### src/rtl/ofdm_frame_sequencer.sv
// Show-ahead FIFO holding kept samples on their way to the FFT.
// Latency: an accepted write is visible at the head on the following cycle.
// Backpressure: a write is refused only when full with no read in the same cycle.
module ofdm_seq_fifo #(
  parameter int DW    = 8,
  parameter int DEPTH = 16
) (
  input  logic                   clk,
  input  logic                   rst,
  input  logic                   wr_en,
  input  logic [DW-1:0]          wr_dat,
  output logic                   wr_ok,
  input  logic                   rd_en,
  output logic [DW-1:0]          rd_dat,
  output logic [$clog2(DEPTH):0] count
);
  localparam int AW = $clog2(DEPTH);
  localparam logic [AW:0] FULL = (AW+1)'(DEPTH);

  logic [DW-1:0] mem [DEPTH];
  logic [AW-1:0] wr_ptr;
  logic [AW-1:0] rd_ptr;
  logic          rd_fire;

  // A full FIFO still takes a write when the head leaves in the same cycle.
  assign rd_fire = rd_en && (count != '0);
  assign wr_ok   = wr_en && ((count != FULL) || rd_fire);
  assign rd_dat  = mem[rd_ptr];

  // Storage array, written only on accepted pushes.
  always_ff @(posedge clk) begin
    if (wr_ok) mem[wr_ptr] <= wr_dat;
  end

  // Pointers and occupancy; reset flushes the queue.
  always_ff @(posedge clk or posedge rst) begin
    if (rst) begin
      wr_ptr <= '0;
      rd_ptr <= '0;
      count  <= '0;
    end else begin
      if (wr_ok)   wr_ptr <= wr_ptr + AW'(1);
      if (rd_fire) rd_ptr <= rd_ptr + AW'(1);
      case ({wr_ok, rd_fire})
        2'b10:   count <= count + (AW+1)'(1);
        2'b01:   count <= count - (AW+1)'(1);
        default: count <= count;
      endcase
    end
  end
endmodule

// Frame sequencer: skips fine offset + long preamble, strips CPs, frames FFT windows.
// Latency: a kept sample appears on out_* one cycle after it arrives.
// Backpressure: input cannot stall; kept samples hitting a full FIFO are dropped and flagged.
module ofdm_frame_sequencer #(
  parameter int WIDTH   = 16,
  parameter int LTF_LEN = 128,
  parameter int CP_LEN  = 16,
  parameter int FFT_LEN = 64,
  parameter int DEPTH   = 16
) (
  input  logic             clk,
  input  logic             rst,
  input  logic             in_valid,
  input  logic [WIDTH-1:0] in_real,
  input  logic [WIDTH-1:0] in_imag,
  input  logic             fine_done,
  input  logic [7:0]       fine_num,
  input  logic [7:0]       num_symbols,
  input  logic             fft_ready,
  output logic             out_valid,
  output logic [WIDTH-1:0] out_real,
  output logic [WIDTH-1:0] out_imag,
  output logic             out_sop,
  output logic             out_eop,
  output logic [7:0]       sym_idx,
  output logic             frame_done,
  output logic             busy,
  output logic             overflow
);
  localparam logic [2:0] S_IDLE  = 3'd0;
  localparam logic [2:0] S_SKIP  = 3'd1;
  localparam logic [2:0] S_CP    = 3'd2;
  localparam logic [2:0] S_DATA  = 3'd3;
  localparam logic [2:0] S_DRAIN = 3'd4;

  localparam int         EW       = 2 * WIDTH + 10;
  localparam int         CW       = $clog2(DEPTH) + 1;
  localparam logic [8:0] CP_LAST  = 9'(CP_LEN - 1);
  localparam logic [8:0] FFT_LAST = 9'(FFT_LEN - 1);

  logic [2:0]    state;
  logic [8:0]    cnt;
  logic [8:0]    skip_len;
  logic [7:0]    nsym;
  logic [7:0]    wr_sym;
  logic          wr_en;
  logic          wr_ok;
  logic          rd_en;
  logic [EW-1:0] wr_dat;
  logic [EW-1:0] rd_dat;
  logic [CW-1:0] fifo_cnt;
  logic [2:0]    after_skip;

  // Entry layout: {sop, eop, sym, real, imag}.
  assign wr_en      = (state == S_DATA) && in_valid;
  assign wr_dat     = {cnt == 9'd0, cnt == FFT_LAST, wr_sym, in_real, in_imag};
  assign rd_en      = out_valid && fft_ready;
  assign after_skip = (nsym == 8'd0) ? S_DRAIN : S_CP;

  ofdm_seq_fifo #(.DW(EW), .DEPTH(DEPTH)) u_fifo (
    .clk    (clk),
    .rst    (rst),
    .wr_en  (wr_en),
    .wr_dat (wr_dat),
    .wr_ok  (wr_ok),
    .rd_en  (rd_en),
    .rd_dat (rd_dat),
    .count  (fifo_cnt)
  );

  // Head fields are forced to zero while the FIFO is empty so idle outputs read clean.
  assign out_valid  = (fifo_cnt != '0);
  assign out_sop    = out_valid & rd_dat[EW-1];
  assign out_eop    = out_valid & rd_dat[EW-2];
  assign sym_idx    = out_valid ? rd_dat[EW-3 -: 8] : 8'd0;
  assign out_real   = out_valid ? rd_dat[2*WIDTH-1 -: WIDTH] : '0;
  assign out_imag   = out_valid ? rd_dat[WIDTH-1:0] : '0;
  assign busy       = (state != S_IDLE);
  assign frame_done = (state == S_DRAIN) && (fifo_cnt == '0);

  // Frame state machine; sample counters advance only on in_valid, even when writes drop.
  always_ff @(posedge clk or posedge rst) begin
    if (rst) begin
      state    <= S_IDLE;
      cnt      <= '0;
      skip_len <= '0;
      nsym     <= '0;
      wr_sym   <= '0;
      overflow <= 1'b0;
    end else begin
      if (wr_en && !wr_ok) overflow <= 1'b1;
      case (state)
        S_IDLE: begin
          if (fine_done) begin
            skip_len <= {1'b0, fine_num} + 9'(LTF_LEN);
            nsym     <= num_symbols;
            overflow <= 1'b0;
            cnt      <= '0;
            wr_sym   <= '0;
            state    <= S_SKIP;
          end
        end
        S_SKIP: begin
          if (skip_len == 9'd0) begin
            state <= after_skip;
          end else if (in_valid) begin
            if (cnt == skip_len - 9'd1) begin
              cnt   <= '0;
              state <= after_skip;
            end else begin
              cnt <= cnt + 9'd1;
            end
          end
        end
        S_CP: begin
          if (in_valid) begin
            if (cnt == CP_LAST) begin
              cnt   <= '0;
              state <= S_DATA;
            end else begin
              cnt <= cnt + 9'd1;
            end
          end
        end
        S_DATA: begin
          if (in_valid) begin
            if (cnt == FFT_LAST) begin
              cnt    <= '0;
              wr_sym <= wr_sym + 8'd1;
              state  <= (wr_sym + 8'd1 == nsym) ? S_DRAIN : S_CP;
            end else begin
              cnt <= cnt + 9'd1;
            end
          end
        end
        S_DRAIN: begin
          if (fifo_cnt == '0) state <= S_IDLE;
        end
        default: state <= S_IDLE;
      endcase
    end
  end
endmodule

### config.mk
export PLATFORM = sky130hd
export DESIGN_NAME = ofdm_frame_sequencer
export DESIGN_NICKNAME = d
export VERILOG_FILES = /design/src/rtl/ofdm_frame_sequencer.sv
export SDC_FILE = /design/constraint.sdc
export NUM_CORES = 1
export LEC_CHECK = 0
export BUFFER_PORTS_ARGS = -buffer_cell sky130_fd_sc_hd__buf_2
export CAP_MARGIN = 20
export CORE_UTILIZATION = 45
export CTS_CLUSTER_DIAMETER = 30
export CTS_CLUSTER_SIZE = 24
export DETAILED_ROUTE_END_ITERATION = 10
export GPL_ROUTABILITY_DRIVEN = 0
export GPL_TIMING_DRIVEN = 0
export PLACE_DENSITY = 0.69
export SLEW_MARGIN = 15
export SYNTH_ARGS = -nofsm -noshare
export SYNTH_HDL_FRONTEND = slang
export SYNTH_HIERARCHICAL = 1
export SYNTH_SLANG_ARGS = --single-unit
### constraint.sdc
create_clock -name clk -period 8.3 [get_ports clk]
set_input_delay 1.66 -clock clk [delete_from_list [all_inputs] [get_ports clk]]
set_output_delay 1.66 -clock clk [all_outputs]
set_load 0.01 [all_outputs]
* Yosys cells after proc, flatten, opt, wreduce, memory -nomap -nowiden
Memories as Yosys holds them, arrays and structs flattened. Cells that the tools add are included.
Storage, ports and cells: memory bits (writable) 672, input bits 53, memories 1, bits in registers 51
Operators by class: bitwise gates (word level) 2, reduce and logical (&&, ||, !) cells 22, add/sub/neg operators 8, muxes and demuxes 34, eq/ne operators 21
Memory list:
- u_fifo.mem | words 16, width 42, read ports 1, clocked after Yosys merged registers in 0, wr ports 1, RTL line 20 | logic [DW-1:0] mem [DEPTH];
Operators with widths (count):
- 9-bit 2-to-1 mux | 8
- 9-bit one-hot mux with 4 select lines | 1
- 3-bit 2-to-1 mux | 11
- 16-bit 2-to-1 mux | 2
- 8-bit 2-to-1 mux | 4
- 9-bit zero test | 2
- 8-bit one-hot mux with 2 select lines | 1
- 3-bit one-hot mux with 5 select lines | 1
- 2-bit != test, second input constant | 6
- 5-bit one-hot mux with 2 select lines | 1
- 8-bit by 8-bit adder with 9-bit output, second input constant | 1
- 9-bit by 1-bit adder with 9-bit output, second input constant | 1
- 9-bit by 4-bit == test with 1-bit output, second input constant | 1
- 9-bit by 6-bit == test with 1-bit output, second input constant | 1
- 9-bit == test | 1
- 9-bit by 1-bit subtractor with 9-bit output, second input constant | 1
- 4-bit by 1-bit adder with 4-bit output, second input constant | 2
- 8-bit by 1-bit adder with 8-bit output, second input constant | 1
- 8-bit == test | 1
- 8-bit zero test | 1
- 8-bit AND reduction | 1
- 3-bit by 2-bit == test with 1-bit output, second input constant | 2
- 1-bit logical AND | 6
- 3-bit != test, second input constant | 2
- other kinds (21) | 28

* Logic depth before layout (Yosys ltp)
word-level depth 10, depth in mapped cells 12, depth with buffers taken out 11

* Modules after synthesis
The synthesis kept the hierarchy.
By module, submodules not included:
- ofdm_seq_fifo | seq. area each 20504.7 um^2, instances 1, area each 26073.8 um^2, cells each 1138
- ofdm_frame_sequencer | seq. area each 950.9 um^2, instances 1, area each 2812.7 um^2, cells each 337

* Worst setup path after synthesis
No wires, ideal clock.
path type input to register, start input in_valid, end memory u_fifo/mem[3][0] (netlist name), enable pin, library setup time 0.561 ns, path buffers 0, data arrival time 6.731 ns, setup slack 1.008 ns, cell stages on the path 4, path through inv_1 > nor2_1 > o21ai_4 > nor4b_1
On the way: word-level cells in the longest chain between the ends 4
Ends and longest elaborated chain:
- from (decl) | RTL line 65 | input logic in_valid,
- 1-bit logical AND | RTL line 107 | assign wr_en = (state == S_DATA) && in_valid;
- net wr_en | RTL line 98 | logic wr_en;
- 1-bit logical AND | RTL line 27 | assign wr_ok = wr_en && ((count != FULL) || rd_fire);
- 1-bit 2-to-1 mux | RTL line 32 | if (wr_ok) mem[wr_ptr] <= wr_dat;
- 1-bit 2-to-1 mux (implied by the code) | RTL line 32
- to (decl) | RTL line 20
The timed path passes the listed nets, and every way through them passes these cells.

* Worst setup path in the final report
start register u_fifo.rd_ptr[1], end output sym_idx[4]
On the way: word-level cells in the longest chain between the ends 2
Ends and longest elaborated chain:
- from (decl) | RTL line 22 | logic [AW-1:0] rd_ptr;
- from (signal assigned) | RTL line 43 | if (rd_fire) rd_ptr <= rd_ptr + AW'(1);
- memory read 16 x 42 bit
- net rd_dat[36] | RTL line 102 | logic [EW-1:0] rd_dat;
- 8-bit 2-to-1 mux | RTL line 127 | assign sym_idx = out_valid ? rd_dat[EW-3 -: 8] : 8'd0;
- to (decl) | RTL line 77 | output logic [7:0] sym_idx,
The timed path passes the listed nets, and every way through them passes these cells.

==> reports/results.ini <==
[worst_setup_path]
cpMostUsedCell=buf_2
cp-start-kind=register
worst-r2r-setup-slack_ns=4.27
crit_arrival_ns=3.80
path_max_fanout=10
cpLargestDelayFamily=buffers and inverters
critPathMaxStageDelay_ns=0.74
cp_data_required_time_ns=6.64
slowest_stage=buf_1
endpoint_kind=output pin
critical_path_buf_inv_count=4
crit_chain=buf_2 > clkbuf_1 > buf_1 > mux4_2 > a22oi_1 > nand2_1 > nor2b_1 > buf_2
worst-setup-path-type=reg -> out

[synthesis]
synth_edf_count=672
yosys_warnings=6
synthesis.nets=1541
synthDistinctLibCells=69
synth_ff_type=edfxtp_1
postSynth.asyncResetShare=0.0705
synth-seq-area-share=0.743
ys_seq_elements=723
synthCells=1475
netlist_area_um2=28900
synth_area_per_cell_um2=19.6

[timing]
period_needed_ns=5.46
slew_headroom=0.302
fin_crit_sh=0.658
worst_pin_slew_ns=1.05
hold_slack_ns=0.489
rsz0062_at_grt=no
final_hold_viol_count=0
final.setup.worst_slack_ns=2.84
clock_skew_ns=0.0251
finalSetupViolations=0
clock.fmax_ghz=0.183
report.final.slew_viol_count=0
finalSetupTns_ns=0

[finish]
fin_cells=2714
drive_above_1_share=0.325
mostFrequentLayoutCell=edfxtp_1
final_cell_mix=edfxtp_1, mux4_2, buf_2
antenna_cells=0
fin_nets=1833
final_util=0.561
final_cell_area_um2=35400
syn_to_final_growth_pct=22.7

[min_path]
hold_class=reg -> reg

[die]
rows=92
start_util=0.457
ios=99
die_area_um2=65200
die_y_um=255
core-area_um2=63200
die_width_um=255

[outcome]
status=finished, final reports clean

[route]
via_per_inst=5.75
drc=0
via_count=15608
drt_iter0_drc=1535
drtAntennaViolNets=0
drt-wirelength-per-cell_um=24.4
wl_um=66100
dr.pass1.iters=5

[clock_tree]
clock_latency_ns=0.71
post_cts_resized=0
cts_setup_buffers=0
root_buffer=clkbuf_16
numCtsBuffers=131
cts_tree=built
cts.sinks=723
cts-htree-levels=4
clk_pin_slew_ns=0.05
cts_buffer_depth=3
cts_hold_repair.buffers=0

[grt]
met3_usage=0.0504
grt_pass1_wl_um=99300
globalRouteMet1Util=0.272
grtUsageMet2=0.338
globalRouteOverflowTotal=0
antenna_found_initial=2
track_usage=0.206
busiest_layer=met2
grt_max_degree=43
grt_pass1_vias=16143

[placed_design]
dpl-instance-area_um2=31000
dp_hpwl_um=40100
io_buffers=98
dp.cells=2480
dp_slack_ns=3.31

[pwr]
p_leak_nw=12.2
finalPower_mw=13.2
ir_worst_vdd_v=0.000195
power.density_nw_per_um2=372

[flow_run]
drv_cap=0

## sequential cells by signal, indices dropped and copies added, names as in the netlist, 3 cells and up
| signal | cells |
|---|---|
| wr_sym | 8 |
| u_fifo/count | 5 |
| skip_len | 9 |
| nsym | 8 |
| state | 3 |
| u_fifo/rd_ptr | 4 |
| cnt | 9 |
| u_fifo/mem | 672 |
| u_fifo/wr_ptr | 4 |
## cells in the mapped netlist, types with 4 or more instances
cell | number | area, um^2
nor4b_1 | 4 | 35.0
o21ai_0 | 24 | 120
buf_1 | 6 | 22.5
mux4_2 | 168 | 3780
mux2_2 | 14 | 158
and4_1 | 5 | 43.8
clkbuf_1 | 47 | 176
nor4_1 | 4 | 25.0
a21oi_1 | 9 | 45.0
o22ai_1 | 7 | 43.8
a22oi_1 | 84 | 631
nor2b_1 | 49 | 307
xor2_1 | 7 | 61.3
and2_1 | 12 | 75.1
nand2_1 | 76 | 285
inv_1 | 23 | 86.3
nor3_1 | 6 | 30.0
and3_1 | 9 | 56.3
nor3b_1 | 9 | 67.6
buf_2 | 23 | 115
nand3_1 | 12 | 60.1
ha_1 | 12 | 150
nand4_1 | 4 | 25.0
xnor2_1 | 21 | 184
or4_1 | 5 | 37.5
nand2b_1 | 4 | 25.0
a31oi_1 | 5 | 31.3
dfrtp_1 | 51 | 1280
or3_1 | 7 | 43.8
edfxtp_1 | 672 | 20200
nor2_1 | 35 | 131
o31ai_1 | 5 | 37.5
## layer usage
metal,vias up,part of all wire
met4,2,0.019
met2,591,0.50
li1,6692,-
met5,-,0.00026
met3,111,0.072
met1,8212,0.41
## power breakdown
group,switching [mW],internal [mW]
combinational,1.95,1.49
clock,1.81,3.46
sequential,0.159,4.32
total,3.92,9.28
## cells by family (layout without fill, tap and decap cells)
family / Yosys count / in the layout / synth area share
and+or+nand+nor: 253 / 253 / 0.0466
adders and majority gates: 13 / 13 / 0.00589
AOI/OAI and AO/OA: 168 / 168 / 0.0433
xor gates and xnor gates: 28 / 28 / 0.00849
muxes: 185 / 185 / 0.137
buffers and inverters: 105 / 498 / 0.0155
DFF: 723 / 723 / 0.743
## worst reg2reg max path, cell delays in order (launching register included)
cell	delay, ns
dfrtp_1	0.33
clkbuf_1	0.30
nor2b_1	0.22
nand2_1	0.09
nor2_1	0.68
o21ai_4	0.23
inv_2	0.12
buf_6	0.14
nand2_1	0.16
nor3b_2	0.68
buf_4	0.33
buf_4	0.23
buf_4	0.23
## final timing paths
kind,from,depth (start not counted),end
worst max-delay path,u_fifo/rd_ptr[1],8,sym_idx[4]
worst min-delay path,overflow,2,overflow
worst max register to register,state[1],12,u_fifo/mem[11][11]
worst min register to register,overflow,2,overflow
max in group asynchronous,rst,2,u_fifo/wr_ptr[0]
min in group asynchronous,rst,2,wr_sym[5]
## final cells by class
cell class,instances,area [um^2]
fill,4654,27700
sequential,723,21500
multi-input combinational,647,7050
clock buffer,149,3400
tap,846,1060
clock inverter,85,1050
timing repair buffer,159,991
buffer,81,359
inverter,24,90.1
No activity file was read; power rests on OpenSTA's default activity.
